## config.mk

```make
export PLATFORM = sky130hd
export DESIGN_NAME = demux_router_buffered
export DESIGN_NICKNAME = d
export VERILOG_FILES = /design/src/rtl/sap_pkg.sv /design/src/rtl/demux_slot.sv /design/src/rtl/demux_router_buffered.sv
export SDC_FILE = /design/constraint.sdc
export NUM_CORES = 1
export LEC_CHECK = 0
export BUFFER_PORTS_ARGS = -buffer_cell sky130_fd_sc_hd__buf_2
export CAP_MARGIN = 20
export CORE_MARGIN = 4
export CORE_UTILIZATION = 40
export CTS_CLUSTER_DIAMETER = 40
export DETAILED_ROUTE_END_ITERATION = 8
export GPL_TIMING_DRIVEN = 1
export PLACE_DENSITY = 0.71
export SETUP_SLACK_MARGIN = 0.4
export SLEW_MARGIN = 10
export SYNTH_ARGS = -nofsm -noshare
export SYNTH_HDL_FRONTEND = slang
export SYNTH_SLANG_ARGS = --single-unit
```

## constraint.sdc

```tcl
create_clock -name clk -period 3.45 [get_ports clk]
set_input_delay 0.69 -clock clk [delete_from_list [all_inputs] [get_ports clk]]
set_output_delay 0.69 -clock clk [all_outputs]
set_load 0.02 [all_outputs]
```

## src/rtl/sap_pkg.sv

```systemverilog
// sap_pkg: shared constants and helpers for the buffered demux router.
package sap_pkg;
  localparam int DEF_WIDTH = 8;
  function automatic int clog2(input int n);
    int r;
    r = 0;
    for (int i = 0; i < 31; i++) if ((1 << i) < n) r = i + 1;
    return r;
  endfunction
endpackage

```

## src/rtl/demux_slot.sv

```systemverilog
// demux_slot: one-entry holding register with pass-through ready.
module demux_slot #(
  parameter int WIDTH = 8
) (
  input  logic             clk,
  input  logic             rst,
  input  logic             load,
  input  logic [WIDTH-1:0] data,
  input  logic             out_ready,
  output logic [WIDTH-1:0] out_data,
  output logic             out_valid,
  output logic             free
);
  assign free = ~out_valid | out_ready;
  always_ff @(posedge clk) begin
    if (rst) begin
      out_data  <= '0;
      out_valid <= 1'b0;
    end else begin
      if (load) out_data <= data;
      out_valid <= load | (out_valid & ~out_ready);
    end
  end
endmodule

```

## src/rtl/demux_router_buffered.sv

```systemverilog
// demux_router_buffered: routes words to per-channel holding slots with broadcast and drop accounting.
module demux_router_buffered
  import sap_pkg::*;
#(
  parameter int WIDTH    = DEF_WIDTH,
  parameter int CHANNELS = 16,
  parameter int SEL_W    = clog2(CHANNELS),
  parameter int CNT_W    = 8
) (
  input  logic                      clk,
  input  logic                      rst,
  input  logic                      in_valid,
  output logic                      in_ready,
  input  logic [WIDTH-1:0]          in_data,
  input  logic [SEL_W-1:0]          in_sel,
  input  logic                      in_bcast,
  output logic [CHANNELS*WIDTH-1:0] out_data,
  output logic [CHANNELS-1:0]       out_valid,
  input  logic [CHANNELS-1:0]       out_ready,
  output logic                      err_sel,
  output logic [CNT_W-1:0]          drop_count
);
  localparam logic [SEL_W:0] CH = (SEL_W + 1)'(CHANNELS);
  logic [CHANNELS-1:0] free;
  logic in_range, xfer, drop;
  assign in_range = {1'b0, in_sel} < CH;
  always_comb in_ready = rst ? 1'b0 : in_bcast ? &free : in_range ? free[in_sel] : 1'b1;
  assign xfer = in_valid & in_ready;
  assign drop = xfer & ~in_bcast & ~in_range;
  for (genvar k = 0; k < CHANNELS; k++) begin : g_slot
    demux_slot #(.WIDTH(WIDTH)) u_slot (
      .clk       (clk),
      .rst       (rst),
      .load      (xfer & (in_bcast | (in_range & (in_sel == SEL_W'(k))))),
      .data      (in_data),
      .out_ready (out_ready[k]),
      .out_data  (out_data[k*WIDTH +: WIDTH]),
      .out_valid (out_valid[k]),
      .free      (free[k])
    );
  end
  // counter sticks at all-ones; the error pulse still fires
  always_ff @(posedge clk) begin
    if (rst) begin
      err_sel    <= 1'b0;
      drop_count <= '0;
    end else begin
      err_sel <= drop;
      if (drop && !(&drop_count)) drop_count <= drop_count + CNT_W'(1);
    end
  end
endmodule

```

==> impl_metrics.toml <==
[min_path]
hp-class = "flop to flop"

[finish]
nFillCells = 1397
fin_util = 0.505
drive_above_1_share = 0.356
syn_to_final_growth_pct = 23.8
nets = 774
diodes = 0

[synthesis]
synth_cell_types = 46
synth_area_sq_mm = 0.00617
ys.flop_type = "dfxtp_1"
synth-edff-count = 0
async_flop_share = 0
yosys_warnings = 0
synth.avg_cell_area_sq_um = 10.4
synthCells = 596
synth_seq_cells = 144
synth_seq_area_share = 0.467

[pwr]
pwr-share-comb = 0.156
power.internal_uw = 3200
p_leak_uw = 0.00373
power_switching_uw = 1240
netSwitchingFraction = 0.279
total_power_uw = 4440
power.density_mw_per_mm2 = 581
peakVddDrop_v = 0.000439
p_seq_frac = 0.412
clkPwrFrac = 0.432

[critical_path]
max_stage_delay_ns = 0.62
path_buf_inv = 2
cp_top_family = "compound AO/OA/AOI/OAI gates"
critPathKind = "primary input to output port"
critPathArrivalTime_ns = 2.23
worst_setup_path_start_kind = "primary input"
cp_cell_sequence = "buf_2 > nand2b_4 > nand4_1 > o41a_1 > nor4_1 > buf_2"
cp_max_fo = 9
cp.required_ns = 2.76
critPathCaptureType = "output port"
cp_common_cell = "buf_2"
critPathSlowestCell = "o41a_1"

[timing]
fin_crit_ns = 2.92
max_slew_margin = 0.311
fin_crit_sh = 0.847
rsz0062_at_grt = "no"
fin_setup_tns_ns = 0
finalSetupViolCount = 0
tightestPinTransition_ns = 1.03
hold_viol = 0
fmax_mhz = 342
skew_ns = 0.00694
slew_violations = 0
worst_hold_slack_ns = 0.470

[cts]
clkSlewWorstSetupHoldPaths_ns = 0.06
cts_buffers = 17
clockBufferDepth = 2
cts_tree = "yes"
cts_setup_buffers = 0
cts_hold_buffers = 0
cts.root.buffer_cell = "clkbuf_16"
clock_sinks = 144
clk_latency_ns = 0.42
htree_levels = 4
post_cts_resized = 0

[die]
core_area_sq_mm = 0.0151
chipHeight_um = 132
io_pins = 186
die_w_um = 132
dieArea_sq_mm = 0.0175
rows = 45
start_util = 0.408

[job]
cap_violations = 0

[placement]
dp_hpwl_mm = 11.2
place_congestion = 0.791
io_buffers = 176

[run_status]
status = "finished, final reports clean"

[global_routing]
overflow = 0
grt_pass1_vias = 4457
grt_max_degree = 94
grtUsageTotal = 0.180
antenna_found_initial = 0
grt_pass1_wl_mm = 25.0

[route]
wl_mm = 15.9
wire_per_inst_um = 16.9
num_vias = 4603
vias_per_cell = 4.88
drt_iter0_drc = 248
drt_first_pass_iters = 5
drc = 0
drt.antenna.violating_nets = 0
synthesized netlist by cell type, types with 4 or more instances:
library cell	instances	area, sq um
mux2i_1	112	1120
o21ai_2	16	140
nand4_1	4	25.0
nand2b_1	93	582
nor4_1	7	43.8
nor2_1	38	143
buf_6	4	45.0
buf_4	26	195
o21ai_0	5	25.0
inv_1	6	22.5
dfxtp_1	144	2880
nand3b_1	14	105
or2b_2	8	70.1
a21oi_1	20	100
nand2_2	4	25.0
buf_2	11	55.1
clkbuf_1	28	105
nand2_1	7	26.3
nor3b_1	4	30.0
nor2b_1	4	25.0
tightest hold or removal path: stages, from the launching register on:
cell      delay (ns)
dfxtp_1         0.30
nand2b_1        0.06
mux2i_1         0.06
area by class of cell:
type / instances / area, sq um / area share
well taps: 188 / 235 / 0.0308
repair buffers: 191 / 1010 / 0.132
clock inverters: 13 / 174 / 0.0228
flip-flops and latches: 144 / 2880 / 0.377
inverters: 6 / 22.5 / 0.00295
multi-input cells: 382 / 2880 / 0.376
clock buffers: 19 / 443 / 0.0580
through the flow:
stage	cells	setup slack [ns]	area (sq um)
2_1_floorplan	604	0.472	6200
5_1_grt	943	0.411	7640
3_3_place_gp	911	0.512	7020
6_report	943	0.529	7640
4_1_cts	943	0.515	7640
3_5_place_dp	911	0.543	7020
cells by family (layout without fill, tap and decap cells):
logic type             after synthesis  count (layout)  synth area share
buffers and inverters               78             229            0.0772
AND/OR/NAND/NOR                    203             203             0.205
flip-flops                         144             144             0.467
AO/OA/AOI/OAI                       56              56            0.0614
multiplexers                       114             114             0.189
other                                1               9          0.000607
layer usage:
layer	up-vias	track usage	share of wire
li1	2281	-	-
met1	2149	0.242	0.45
met2	154	0.270	0.45
met3	19	0.0695	0.084
met4	0	0.0548	0.016
met5	-	0	0
path summary, 6_finish.rpt:
| check | startpoint | to | slack [ns] | depth (start not counted) |
|---|---|---|---|---|
| setup / recovery | out_ready[2] | in_ready | 0.53 | 6 |
| hold / removal | g_slot[12].u_slot.out_data[6] | g_slot[12].u_slot.out_data[6] | 0.47 | 2 |
| setup reg to reg | g_slot[10].u_slot.out_valid | g_slot[15].u_slot.out_data[7] | 1.03 | 6 |
| hold reg to reg | g_slot[12].u_slot.out_data[6] | g_slot[12].u_slot.out_data[6] | 0.47 | 2 |
flip-flops by register name, summed over array words and instances, names as in the netlist:
register                 count
g_slot.u_slot.out_data     128
g_slot.u_slot.out_valid     16
cell usage in the layout, fill, tap and decap left out, drive strengths merged, types with 5 or more instances in the layout:
cell,instances
nand2,11
clkbuf,19
mux2i,112
clkinvlp,5
nand3b,16
a21oi,22
nand2b,98
inv,11
buf,191
nor2,38
or2b,8
o21ai,23
nor4,7
dfxtp,144
conb,9
power groups by stage:
stage / sequential (uW) / combinational (uW) / clock [uW]
after floorplan: 1980 / 395 / 0
after global placement: 1860 / 696 / 0
after detailed placement: 1860 / 700 / 0
after CTS: 1830 / 702 / 1950
after global routing: 1840 / 746 / 2030
final: 1830 / 694 / 1920
No activity file was read; power rests on OpenSTA's default activity.
